==> config.mk <==
export PLATFORM = sky130hd
export DESIGN_NAME = serial_adder_ctrl
export DESIGN_NICKNAME = d
export VERILOG_FILES = /design/src/rtl/serial_adder_ctrl.sv
export SDC_FILE = /design/constraint.sdc
export NUM_CORES = 1
export LEC_CHECK = 0
export ABC_AREA = 1
export CAP_MARGIN = 25
export CORE_ASPECT_RATIO = 1.1
export CORE_UTILIZATION = 47
export DETAILED_ROUTE_END_ITERATION = 8
export MAX_ROUTING_LAYER = met4
export PLACE_DENSITY = 0.74
export SETUP_SLACK_MARGIN = 0.1
export SLEW_MARGIN = 20
export SYNTH_ARGS = -nofsm -noshare
export SYNTH_HDL_FRONTEND = slang
export SYNTH_SLANG_ARGS = --single-unit
==> constraint.sdc <==
create_clock -name clk -period 1.1 [get_ports clk]
set_input_delay 0.165 -clock clk [delete_from_list [all_inputs] [get_ports clk]]
set_output_delay 0.165 -clock clk [all_outputs]
set_load 0.02 [all_outputs]
==> src/rtl/serial_adder_ctrl.sv <==
// Bit-serial WIDTH-bit adder: one full-adder cell and a registered carry, LSB first.
// Optional subtract mode is enabled by defining SERIAL_ADD_SUB_EN (adds the sub port).

module serial_fa (
   input  logic a,
   input  logic b,
   input  logic ci,
   output logic s,
   output logic co
);
   assign s  = a ^ b ^ ci;
   assign co = (a & b) | (a & ci) | (b & ci);
endmodule

module serial_adder_ctrl #(
   parameter int WIDTH = 8
) (
   input  logic             clk,
   input  logic             rst_n,
   input  logic             start,
   input  logic [WIDTH-1:0] op_a,
   input  logic [WIDTH-1:0] op_b,
   input  logic             cin,
`ifdef SERIAL_ADD_SUB_EN
   input  logic             sub,
`endif
   output logic             busy,
   output logic             done,
   output logic [WIDTH-1:0] sum,
   output logic             cout
);
   localparam int CW = $clog2(WIDTH) + 1;

   typedef enum logic [1:0] {
      ST_IDLE,
      ST_SHIFT,
      ST_DONE
   } state_t;

   state_t           state_q, state_d;
   logic [WIDTH-1:0] a_q, a_d;
   logic [WIDTH-1:0] b_q, b_d;
   logic             c_q, c_d;
   logic [WIDTH-2:0] res_q, res_d;
   logic [CW-1:0]    cnt_q, cnt_d;
   logic [WIDTH-1:0] sum_q, sum_d;
   logic             cout_q, cout_d;
   logic             busy_q, busy_d;
   logic             done_q, done_d;

   logic             fa_sum, fa_cout;
   logic [WIDTH-1:0] shifted_res;

   serial_fa u_fa (
      .a  (a_q[0]),
      .b  (b_q[0]),
      .ci (c_q),
      .s  (fa_sum),
      .co (fa_cout)
   );

   // Only WIDTH-1 collected bits need storage; the last bit joins them at completion.
   assign shifted_res = {fa_sum, res_q};

   always_comb begin
      state_d = state_q;
      a_d     = a_q;
      b_d     = b_q;
      c_d     = c_q;
      res_d   = res_q;
      cnt_d   = cnt_q;
      sum_d   = sum_q;
      cout_d  = cout_q;
      busy_d  = busy_q;
      done_d  = 1'b0;

      case (state_q)
         ST_IDLE: begin
            if (start) begin
               a_d     = op_a;
`ifdef SERIAL_ADD_SUB_EN
               b_d     = sub ? ~op_b : op_b;
               c_d     = sub ? 1'b1 : cin;
`else
               b_d     = op_b;
               c_d     = cin;
`endif
               res_d   = '0;
               cnt_d   = '0;
               busy_d  = 1'b1;
               state_d = ST_SHIFT;
            end
         end
         ST_SHIFT: begin
            res_d = shifted_res[WIDTH-1:1];
            a_d   = a_q >> 1;
            b_d   = b_q >> 1;
            c_d   = fa_cout;
            cnt_d = cnt_q + CW'(1);
            if (cnt_q == CW'(WIDTH - 1)) begin
               sum_d   = shifted_res;
               cout_d  = fa_cout;
               done_d  = 1'b1;
               busy_d  = 1'b0;
               state_d = ST_DONE;
            end
         end
         ST_DONE: begin
            state_d = ST_IDLE;
         end
         default: begin
            state_d = ST_IDLE;
            busy_d  = 1'b0;
         end
      endcase
   end

   always_ff @(posedge clk or negedge rst_n) begin
      if (!rst_n) begin
         state_q <= ST_IDLE;
         a_q     <= '0;
         b_q     <= '0;
         c_q     <= 1'b0;
         res_q   <= '0;
         cnt_q   <= '0;
         sum_q   <= '0;
         cout_q  <= 1'b0;
         busy_q  <= 1'b0;
         done_q  <= 1'b0;
      end else begin
         state_q <= state_d;
         a_q     <= a_d;
         b_q     <= b_d;
         c_q     <= c_d;
         res_q   <= res_d;
         cnt_q   <= cnt_d;
         sum_q   <= sum_d;
         cout_q  <= cout_d;
         busy_q  <= busy_d;
         done_q  <= done_d;
      end
   end

   assign busy = busy_q;
   assign done = done_q;
   assign sum  = sum_q;
   assign cout = cout_q;

endmodule

==> results.json <==
{
  "yosys_warnings": 0,
  "synth_top_area_share": 0.569,
  "routabilityCongestion": 0.780,
  "start_util": 0.494,
  "setup_ws_ns": -0.0903,
  "ys_ff_latch": 41,
  "fin_skew_ns": 0.0117,
  "cts.sinks": 41,
  "netlist_area_sq_mm": 0.00180,
  "yosysMostFrequentCell": "nand2_1",
  "synthTopCellsByArea": "dfrtp_1, nand2_1, nand3_1",
  "grt_usage": 0.243,
  "fin_nets": 277,
  "violations": "negative setup slack",
  "synth_nets": 223,
  "clk-insertion-delay-late_ns": 0.29,
  "cts_tree": "yes",
  "cap_violations": 0,
  "path_clk_slew_ns": 0.08,
  "dp.cells": 283,
  "finalWirelength_um": 4510,
  "fin_crit_sh": 1.08,
  "die_w_um": 61.1,
  "period_minus_slack_ns": 1.19,
  "vias_per_cell": 5.15,
  "place_hpwl_um": 2390,
  "root_buffer": "clkbuf_8",
  "fin_total_pwr_mw": 7.80,
  "yosysTopAreaCell": "dfrtp_1",
  "cts_buffer_depth": 2,
  "grt_max_degree": 42,
  "place_ws_ns": -0.174,
  "worst_pin_slew_ns": 0.297,
  "yosys.cell_types.count": 21,
  "crit_type": "flip-flop to flip-flop",
  "die_area_sq_mm": 0.00409,
  "overflow": 0,
  "ant_nets": 0,
  "first_pass_iters": 4,
  "placeableCoreArea_sq_mm": 0.00365,
  "async_flop_share": 1.00,
  "rows": 23,
  "power.density_mw_per_mm2": 2800,
  "fin_cells": 306,
  "ys.flop_type": "dfrtp_1",
  "peakVddDrop_mv": 1.39,
  "die_h_um": 67.0,
  "max_freq_mhz": 840,
  "grt_antenna_before_repair": 0,
  "critPathCaptureType": "flip-flop",
  "portBuffers": 30,
  "synth_common_cells": "nand2_1, nand3_1, dfrtp_1",
  "slew_viol_final": 0,
  "final-setup-viol-count": 37,
  "grt_pass1_wl_um": 6870,
  "dr.first_iter.drc_count": 55,
  "synthToLayoutAreaGrowth_pct": 54.3,
  "h-tree-depth": 2,
  "hold_path.class": "input port to async pin",
  "syn_inst": 201,
  "wire_per_inst_um": 14.7,
  "drc_errors": 0,
  "layout-drive-gt1-share": 0.398,
  "crit_fanout": 9,
  "grt_pass1_vias": 1524,
  "crit_path_start_kind": "flip-flop",
  "placed_cell_area_sq_mm": 0.00222,
  "hold_viol": 0,
  "slew_headroom": 0.802,
  "critical_path_arrival_ns": 1.42,
  "ys_seq_area_frac": 0.569,
  "cts_made_buffers": 5,
  "syn_avg_cell_area_sq_um": 8.98,
  "required_ns": 1.33,
  "status": "finished with violations",
  "vias": 1577,
  "rsz0062_at_grt": "yes",
  "design_area_sq_mm": 0.00278,
  "power.leakage_nw": 1.42,
  "io_pins": 31,
  "diodes": 0,
  "post-route-util": 0.762,
  "reg2regPathDepth": 7,
  "synth_edf_count": 0
}
stage by stage:
step	TNS, ns	hold slack, ns
final	-2.32	0.370
after global placement	-2.72	0.154
after detailed placement	-3.81	0.155
after global routing	-3.91	0.427
after CTS	-0.666	0.370
after floorplan	0	-0.131
registers in the layout (all words and copies together) (netlist names):
name     cells
b_q          8
c_q          1
done         1
cnt_q        4
state_q      2
cout         1
busy         1
sum          8
a_q          8
res_q        7
path summary, 6_finish.rpt:
path	from	endpoint	slack [ns]
worst max-delay path	state_q[0]	cout	-0.09
min in group clk	op_a[7]	a_q[7]	0.41
max in group asynchronous	rst_n	state_q[0]	0.52
worst max register to register	state_q[0]	cout	-0.09
worst min-delay path	rst_n	cnt_q[2]	0.37
worst min register to register	res_q[6]	sum[6]	0.49
timing repair:
action / CTS / global route
endpoints found under the hold margin: 41 / 0
hold buffers: 1 / 0
pin swaps: 14 / 17
resized for setup: 98 / 50
gates cloned: 2 / 0
buffers inserted: 8 / 4
setup endpoints to repair: 48 / 52
worst max-delay path: stages (launching register included):
cell and delay, ns:
dfrtp_2 0.44, buf_12 0.14, nand2_8 0.11, clkinv_8 0.09, buf_12 0.14, nand2_8 0.09
nand2_1 0.05, nand2_1 0.06
power breakdown:
part / switching [mW] / internal [mW] / leakage, nW
sequential: 0.573 / 2.14 / 0.525
clock: 0.527 / 0.438 / 0.0439
combinational: 2.11 / 2.01 / 0.851
total: 3.21 / 4.59 / 1.42
layout by cell type (no fill, tap or decap):
cell type	synthesis	final
clkinvlp_4	0	2
dfrtp_2	0	1
inv_1	4	4
nand2_4	1	14
buf_12	0	6
inv_4	1	1
nand3_1	43	28
nor2_8	1	1
dlygate4sd3_1	0	1
nor2_4	0	3
buf_6	4	14
buf_16	0	1
clkinv_8	0	1
inv_2	2	1
clkinv_2	0	2
nand2_1	83	56
dfrtp_1	41	40
o21ai_0	3	1
a21oi_2	0	1
buf_2	2	1
clkbuf_8	0	5
clkdlybuf4s50_1	0	18
nor2_1	4	2
nand3_2	0	15
buf_4	2	12
nand4_1	1	1
buf_8	0	1
nand3_4	1	1
ha_4	0	1
fa_2	0	1
o21ai_1	1	3
nand2_2	3	15
nand2_8	0	2
routing by layer:
layer | share of wire | track usage
met5 | 0 | -
met4 | 0.036 | 0.139
met3 | 0.034 | 0.0291
met2 | 0.54 | 0.398
met1 | 0.39 | 0.283
final cells by class:
| cell class | instances | area (sq um) |
|---|---|---|
| flip-flops and latches | 41 | 1030 |
| multi-input cells | 145 | 953 |
| fillers | 253 | 871 |
| repair buffers | 54 | 606 |
| clock buffers | 5 | 68.8 |
| well taps | 50 | 62.6 |
| inverters | 7 | 41.3 |
| clock inverters | 3 | 17.5 |
| repair inverters | 1 | 7.51 |
cells by family after synthesis:
| family | Yosys count | share of synthesized area |
|---|---|---|
| AO/OA/AOI/OAI | 5 | 0.0139 |
| adder cells (fa/ha/maj) | 2 | 0.0180 |
| buffers and inverters | 15 | 0.0548 |
| flip-flops | 41 | 0.569 |
| AND/OR/NAND/NOR | 138 | 0.345 |
Power figures use the tool's default switching activity.
